$ cat src/rtl/discrete_pkg.sv
// Shared constants and helpers for the discrete sound block.
package discrete_pkg;

  // Trigger channel indices as decoded from the sound-CPU port
  localparam int unsigned TRIG_WALK  = 0;
  localparam int unsigned TRIG_JUMP  = 1;
  localparam int unsigned TRIG_STOMP = 2;

  // Sample value that represents a 5 V level in the discrete models
  localparam logic signed [15:0] LEVEL_5V = 16'sd6826;

  // Convert a duration in milliseconds into a number of audio sample ticks
  function automatic int unsigned ms_to_samples(input int unsigned ms,
                                                input int unsigned sample_rate);
    return (ms * sample_rate) / 1000;
  endfunction

endpackage

$ cat src/rtl/trigger_hold_channel.sv
// One trigger channel: pending flag, active flag and minimum-hold counter, all advanced on the
// audio sample tick. Build option DISCRETE_TRIG_HOLD_EN enables the pending/hold logic; without
// it the channel simply samples its request at each tick.
module trigger_hold_channel #(
  parameter int unsigned MinHold = 4
) (
  input  logic clk,
  input  logic I_RSTn,
  input  logic tick_i,
  input  logic req_i,
  input  logic set_pend_i,
  input  logic clr_all_i,
  output logic active_o,
  output logic busy_o
);

`ifdef DISCRETE_TRIG_HOLD_EN
  localparam int unsigned CntW = (MinHold > 1) ? $clog2(MinHold) : 1;
  // Reload leaves the channel high for MinHold ticks in total, floor of one tick
  localparam logic [CntW-1:0] Reload = (MinHold > 1) ? CntW'(MinHold - 1) : '0;

  logic            pend_q, pend_d;
  logic            active_q, active_d;
  logic [CntW-1:0] cnt_q, cnt_d;
  logic            demand;

  assign demand = req_i | pend_q;

  // Pending flag: remembers a data=1 write until the next tick consumes it
  always_comb begin
    pend_d = pend_q;
    if (clr_all_i) begin
      pend_d = 1'b0;
    end else if (set_pend_i) begin
      pend_d = 1'b1;
    end else if (tick_i) begin
      pend_d = 1'b0;
    end
  end

  // Active/hold next state: a running hold always completes, re-triggers do not extend it
  always_comb begin
    active_d = active_q;
    cnt_d    = cnt_q;
    if (tick_i) begin
      if (cnt_q != '0) begin
        cnt_d = cnt_q - CntW'(1);
      end else if (!active_q && demand) begin
        active_d = 1'b1;
        cnt_d    = Reload;
      end else begin
        active_d = demand;
      end
    end
  end

  // Channel state registers
  always_ff @(posedge clk or negedge I_RSTn) begin
    if (!I_RSTn) begin
      pend_q   <= 1'b0;
      active_q <= 1'b0;
      cnt_q    <= '0;
    end else begin
      pend_q   <= pend_d;
      active_q <= active_d;
      cnt_q    <= cnt_d;
    end
  end

  assign active_o = active_q;
  assign busy_o   = (cnt_q != '0);
`else
  logic active_q;
  logic unused_pend;

  // Without hold support only the level request matters
  assign unused_pend = set_pend_i ^ clr_all_i;

  // Sample the request at each tick
  always_ff @(posedge clk or negedge I_RSTn) begin
    if (!I_RSTn) begin
      active_q <= 1'b0;
    end else if (tick_i) begin
      active_q <= req_i;
    end
  end

  assign active_o = active_q;
  assign busy_o   = 1'b0;
`endif

endmodule

$ cat src/rtl/discrete_trigger_latch.sv
// CPU-facing trigger latch for the discrete sound circuits. Latches single-cycle CPU writes
// into per-channel requests and re-times them onto the audio sample tick. Build option
// DISCRETE_TRIG_HOLD_EN (in trigger_hold_channel) adds pending capture and a minimum hold.
module discrete_trigger_latch
  import discrete_pkg::*;
#(
  parameter int unsigned          NUM_TRIG         = 8,
  parameter int unsigned          MIN_HOLD_SAMPLES = ms_to_samples(2, 48000),
  parameter logic [NUM_TRIG-1:0]  INVERT_MASK      = '0
) (
  input  logic                clk,
  input  logic                I_RSTn,
  input  logic                audio_clk_en,
  input  logic                cpu_wr,
  input  logic [3:0]          cpu_addr,
  input  logic                cpu_data,
  input  logic                cpu_clr_all,
  output logic [NUM_TRIG-1:0] trig_en,
  output logic                trig_busy
);

  logic [NUM_TRIG-1:0] req_q, req_d;
  logic [NUM_TRIG-1:0] set_pend;
  logic [NUM_TRIG-1:0] active;
  logic [NUM_TRIG-1:0] busy;

  // Request latch: clear-all beats a simultaneous write; out-of-range addresses never match
  always_comb begin
    req_d = req_q;
    if (cpu_clr_all) begin
      req_d = '0;
    end else if (cpu_wr) begin
      for (int i = 0; i < NUM_TRIG; i++) begin
        if (cpu_addr == 4'(i)) begin
          req_d[i] = cpu_data;
        end
      end
    end
  end

  // Per-channel pending set strobe (data=1 write, suppressed by clear-all)
  always_comb begin
    set_pend = '0;
    for (int i = 0; i < NUM_TRIG; i++) begin
      set_pend[i] = cpu_wr & cpu_data & ~cpu_clr_all & (cpu_addr == 4'(i));
    end
  end

  // Request register
  always_ff @(posedge clk or negedge I_RSTn) begin
    if (!I_RSTn) begin
      req_q <= '0;
    end else begin
      req_q <= req_d;
    end
  end

  for (genvar g = 0; g < NUM_TRIG; g++) begin : g_chan
    trigger_hold_channel #(
      .MinHold (MIN_HOLD_SAMPLES)
    ) u_chan (
      .clk        (clk),
      .I_RSTn     (I_RSTn),
      .tick_i     (audio_clk_en),
      .req_i      (req_q[g]),
      .set_pend_i (set_pend[g]),
      .clr_all_i  (cpu_clr_all),
      .active_o   (active[g]),
      .busy_o     (busy[g])
    );
  end

  assign trig_en   = active ^ INVERT_MASK;
  assign trig_busy = |busy;

endmodule

$ cat config.mk
export PLATFORM = sky130hd
export DESIGN_NAME = discrete_trigger_latch
export DESIGN_NICKNAME = d
export VERILOG_FILES = /design/src/rtl/discrete_pkg.sv /design/src/rtl/trigger_hold_channel.sv /design/src/rtl/discrete_trigger_latch.sv
export SDC_FILE = /design/constraint.sdc
export NUM_CORES = 1
export LEC_CHECK = 0
export CORE_MARGIN = 2
export CORE_UTILIZATION = 40
export DETAILED_ROUTE_END_ITERATION = 16
export GPL_ROUTABILITY_DRIVEN = 0
export PLACE_DENSITY_LB_ADDON = 0.3
export SLEW_MARGIN = 20
export SYNTH_ARGS = -nofsm -noshare
export SYNTH_HDL_FRONTEND = slang
export SYNTH_SLANG_ARGS = --single-unit
$ cat constraint.sdc
create_clock -name clk -period 1 [get_ports clk]
set_input_delay 0.2 -clock clk [delete_from_list [all_inputs] [get_ports clk]]
set_output_delay 0.2 -clock clk [all_outputs]
set_load 0.05 [all_outputs]
==> results of run 1 <==
==> synthesized netlist by cell type <==
cell type	n	area, µm²
dfrtp_1	16	400
buf_4	10	75.1
mux2_2	8	90.1
mux2i_1	8	80.1
nand2b_1	8	50.1
nand2_1	6	22.5
nor2b_1	2	12.5
and3b_2	1	10.0
buf_2	1	5.00
conb_1	1	3.75
nand2b_2	1	8.76
nand3_1	1	5.00
nand3_2	1	10.0
nor2_1	1	3.75
nor3b_4	1	18.8
==> power breakdown <==
group          switching, µW  internal (µW)  leakage [µW]
sequential              7.03            655      0.000223
combinational           83.1            102      0.000348
clock                    198            221     0.0000210
==> timing repair <==
item / in CTS / in global routing
setup buffers: 0 / 1
pin swaps: 0 / 2
endpoints found under the setup margin: 13 / 13
endpoints found under the hold margin: 0 / 0
resized for setup: 1 / 5
==> area by class of cell <==
type,count,area [µm²]
well taps,27,33.8
fillers,166,790
clock buffers,4,36.3
multi-input cells,39,318
repair buffers,25,344
flip-flops and latches,16,400
==> flip-flops by register name (all words and copies together) (netlist names) <==
name	count
g_chan.u_chan.active_o	8
req_q	8
==> metrics by stage <==
stage	TNS, ns	setup WS, ns	instance area (µm²)	utilization
after floorplan	0	0.179	796	-
after global placement	-4.60	-0.316	1080	0.561
after detailed placement	-4.80	-0.342	1080	0.561
after CTS	-0.549	-0.0744	1110	0.579
after global routing	-0.862	-0.123	1130	0.589
final	-0.436	-0.0620	1130	0.589
==> path summary, 6_finish.rpt <==
| path | end | slack (ns) | start |
|---|---|---|---|
| worst min register to register | g_chan[5].u_chan.active_o$_DFFE_PN0P_ | 0.51 | req_q[5]$_DFFE_PN0P_ |
| min in group clk | req_q[0]$_DFFE_PN0P_ | 0.31 | cpu_addr[2] |
| max in group asynchronous | req_q[5]$_DFFE_PN0P_ | 0.64 | I_RSTn |
| worst min-delay path | g_chan[5].u_chan.active_o$_DFFE_PN0P_ | 0.25 | I_RSTn |
| worst max register to register | g_chan[6].u_chan.active_o$_DFFE_PN0P_ | 0.09 | g_chan[6].u_chan.active_o$_DFFE_PN0P_ |
| worst max-delay path | trig_en[4] | -0.06 | g_chan[4].u_chan.active_o$_DFFE_PN0P_ |
==> metal layers <==
metal | wire length, µm | share of wire | up-vias | GRT usage
met2 | 604 | 0.49 | 10 | 0.196
met4 | 19 | 0.015 | 0 | 0.0857
met3 | 46 | 0.037 | 2 | 0.0309
met5 | 0 | 0 | - | 0
met1 | 571 | 0.46 | 240 | 0.148
li1 | - | - | 245 | -
==> cells by family after synthesis <==
family / synth area share
mux: 0.214
other cells: 0.00471
buf+inv: 0.101
simple gates: 0.178
flops: 0.503
==> reports/metrics.yaml, run 1 <==
worst_setup_path:
  worstSetupPathType: "flip-flop to output port"
  reg2regPathDepth: 2
  required_ns: 0.80
  critPathArrivalTime_ns: 0.86
  critPathLaunchType: "flip-flop"
  cp_num_buf_inv: 1
  cp.depth: 1
  critPathTopFamily: "flip-flops"
  path_max_fanout: 2
  path_cells: "buf_12"
  cpPeakStageDelay_ns: 0.42
  cp_slowest_cell: "dfrtp_1"
  crit_path_end_kind: "output port"
clocking:
  postCtsHoldBufs: 0
  cts_buffers: 3
  clock_latency_ns: 0.28
  ctsHtreeMaxLevel: 1
  root_buffer: "clkbuf_4"
  clock_path_buffers: 2
  cts_tree: "built"
  clk_pin_slew_worst_paths_ns: 0.09
  cts_num_sinks: 16
final_layout:
  final_cell_mix: "dfrtp_1, buf_12, mux2_2, nand2b_1, mux2i_1"
  final_common_cell: "dfrtp_1"
  drive_above_1_share: 0.393
  nets: 95
  diodes: 0
  instances_no_fill: 111
  area_growth_pct: 42.3
sta:
  report.final.slew_viol_count: 0
  holdWs_ns: 0.246
  rsz0062_at_grt: "true"
  fin_ws_ns: -0.0620
  clock_skew_ns: 0.00357
  post-route-period-util: 1.06
  setup_violations: 9
  period_minus_slack_ns: 1.06
  hold_viol_final: 0
  max_freq_mhz: 942
floorplan:
  die-area_um2: 2360
  dieHeight_um: 48.6
  start_util: 0.414
  coreArea_um2: 1920
  io_pins: 19
  dieWidth_um: 48.6
  rows: 16
routing:
  drc: 0
  drt_iter0_drc: 0
  ant_nets: 0
  viasPerCell: 4.48
  vias: 497
  wl_mm: 1.24
  dr.pass1.iters: 1
  routedWlPerCell_um: 11.2
power:
  peakVddDrop_uv: 694
  p_leak_uw: 0.000591
  p_total_uw: 1270
  power_density_nw_per_um2: 1120
global_route:
  grtUsageTotal: 0.124
  grt_pass1_vias: 521
  antenna_found_initial: 0
  grt_pass1_wl_mm: 2.19
  grt_max_degree: 17
  overflow: 0
status:
  violations: "negative setup slack"
  status: "finished with violations"
logic_synthesis:
  ys_ff_latch: 16
  synth_nets: 76
  yosysUniqueCellTypes: 15
  yosysWarnings: 0
  synthCells: 66
  seq_area_frac_synth: 0.503
  syn_avg_cell_area_um2: 12.1
  syn_area_um2: 796
place:
  dp_cells: 106
  portBuffers: 17
  post-dp-hpwl_um: 950
job:
  cap_violations: 0
worst_hold_path:
  hold_class: "input port to async pin"
(Power assumes the default switching activity.)
==> run 2, diff against run 1 <==
Settings changed: SLEW_MARGIN 20 to 25.
==> results of run 2 <==
The final DEF is identical to that of run 1; final timing and power are the same.
==> run 3, diff against run 2 <==
--- a/config.mk
+++ b/config.mk
@@ -11,5 +11,4 @@
 export GPL_ROUTABILITY_DRIVEN = 0
 export PLACE_DENSITY_LB_ADDON = 0.3
-export SLEW_MARGIN = 25
 export SYNTH_ARGS = -nofsm -noshare
 export SYNTH_HDL_FRONTEND = slang
==> constraint.sdc (replaced) <==
create_clock -name clk -period 1 [get_ports clk]
set_input_delay 0.15 -clock clk [delete_from_list [all_inputs] [get_ports clk]]
set_output_delay 0.15 -clock clk [all_outputs]
set_load 0.05 [all_outputs]
==> reports/metrics.yaml, run 3 (synthesized netlist as in run 1, its figures left out) <==
sta:
  max_freq_mhz: 982  # +4.3%
  clock_skew_ns: 0.000773  # -0.00280 ns
  hold_viol_final: 0  # unchanged
  post-route-period-util: 1.02  # -0.0438
  report.final.slew_viol_count: 0  # unchanged
  period_minus_slack_ns: 1.02  # -0.0438 ns
  rsz0062_at_grt: "true"
  setup_violations: 8  # -1
  fin_ws_ns: -0.0182  # +0.0438 ns
  holdWs_ns: 0.188  # -0.0581 ns
  setup_tns_ns: -0.0964  # +0.339 ns
place:
  post-dp-hpwl_um: 928  # -2.3%
  portBuffers: 17  # unchanged
  dp_slack_ns: -0.290  # +0.0524 ns
worst_setup_path:
  critPathTopFamily: "flip-flops"
  path_cells: "buf_12"
  reg2regPathDepth: 2  # unchanged
  cpPeakStageDelay_ns: 0.42  # about the same
  reg2reg_slack_ns: 0.08  # about the same
  cp_slowest_cell: "dfrtp_1"
  required_ns: 0.85  # +0.05 ns
  critPathLaunchType: "flip-flop"
  timing.rr.end: "g_chan[7].u_chan.active_o$_DFFE_PN0P_"
  crit_path_end_kind: "output port"
  worstSetupPathType: "flip-flop to output port"
  cp_num_buf_inv: 1  # unchanged
  r2r-start: "g_chan[7].u_chan.active_o$_DFFE_PN0P_"
  critPathArrivalTime_ns: 0.87  # about the same
  path_max_fanout: 2  # unchanged
  crit_start: "g_chan[7].u_chan.active_o$_DFFE_PN0P_"
final_layout:
  final_cell_mix: "dfrtp_1, buf_12, mux2_2, nand2b_1, mux2i_1"
  final_core_util: 0.579  # -0.00977
  diodes: 0  # unchanged
  final_common_cell: "dfrtp_1"
  area_growth_pct: 39.9
  drive_above_1_share: 0.381  # -0.0119
  nets: 95  # unchanged
  fill_cells: 174  # +4.8%
floorplan:
  rows: 16  # unchanged
  coreArea_um2: 1920  # unchanged
  dieHeight_um: 48.6  # unchanged
  die-area_um2: 2360  # unchanged
  io_pins: 19  # unchanged
  start_util: 0.414  # unchanged
  dieWidth_um: 48.6  # unchanged
job:
  cap_violations: 0  # unchanged
power:
  p_leak_uw: 0.000566  # -4.3%
  power_density_nw_per_um2: 1140  # +1.8%
  peakVddDrop_uv: 967  # +39%
global_route:
  grtUsageTotal: 0.119  # -0.00478
  antenna_found_initial: 0  # unchanged
  overflow: 0  # unchanged
  grt_max_degree: 17  # unchanged
  grt_pass1_vias: 472  # -9.4%
  grt_pass1_wl_mm: 2.12  # -3.5%
routing:
  drc: 0  # unchanged
  wl_mm: 1.26  # +1.1%
  routedWlPerCell_um: 11.3  # +1.1%
  drt_iter0_drc: 1  # +1
  vias: 508  # +2.2%
  dr.pass1.iters: 4  # +3
  ant_nets: 0  # unchanged
  viasPerCell: 4.58  # +2.2%
clocking:
  clk_pin_slew_worst_paths_ns: 0.09  # about the same
  clock_path_buffers: 2  # unchanged
  cts_num_sinks: 16  # unchanged
  root_buffer: "clkbuf_4"
  postCtsHoldBufs: 0  # unchanged
  ctsHtreeMaxLevel: 1  # unchanged
  cts_buffers: 3  # unchanged
  clock_latency_ns: 0.28  # about the same
  cts_tree: "built"
worst_hold_path:
  hold_class: "input port to async pin"
status:
  status: "finished with violations"
  violations: "negative setup slack"
## run 3: changes by cell type in the layout (fill, tap and decap cells not counted)
cell / delta
nor2b_2: -1
dlymetal6s2s_1: -2
buf_4: +1
clkdlybuf4s50_1: +3
dlygate4sd2_1: -1
nor2b_1: +1
buf_12: -1
## run 3: final cells by class
cell class,count,area [µm²],area share
repair buffers,25,328,0.294
multi-input cells,39,315,0.283
clock buffers,4,36.3,0.0326
well taps,27,33.8,0.0303
flip-flops and latches,16,400,0.360
## run 3: worst max-delay path by stage
stage	end	slack (ns)	cells after the start
final	trig_en[7]	-0.02	1
after CTS	trig_en[3]	-0.03	1
after global routing	trig_en[0]	-0.07	1
after detailed placement	req_q[7]$_DFFE_PN0P_	-0.29	4
after floorplan	g_chan[0].u_chan.active_o$_DFFE_PN0P_	0.23	2
after global placement	req_q[6]$_DFFE_PN0P_	-0.27	4
## run 3: where the power goes
part	switching [µW]	leakage, µW	internal, µW	total, µW
logic	82.8	0.000322	98.6	181
registers	7.16	0.000223	655	662
clock network	202	0.0000210	222	423
total	292	0.000566	976	1270
## run 3: metrics by stage
stage | instances | power, µW | area (µm²)
after global placement | 106 | 856 | 1060
final | 111 | 1270 | 1110
after CTS | 110 | 1280 | 1100
after floorplan | 66 | 756 | 796
after detailed placement | 106 | 859 | 1060
after global routing | 111 | 1330 | 1110
## run 3: layer usage
layer | vias up | wire, µm | global-route usage
met4 | 0 | 27 | 0.0857
met5 | - | 0 | 0
met3 | 4 | 57 | 0.0309
li1 | 247 | - | -
met1 | 245 | 573 | 0.147
met2 | 12 | 597 | 0.180
## run 3: what timing repair did
item / 4_1_cts / 5_1_grt
buffers inserted: 0 / 1
pin swaps: 0 / 1
resized for setup: 0 / 2
endpoints found under the setup margin: 8 / 12
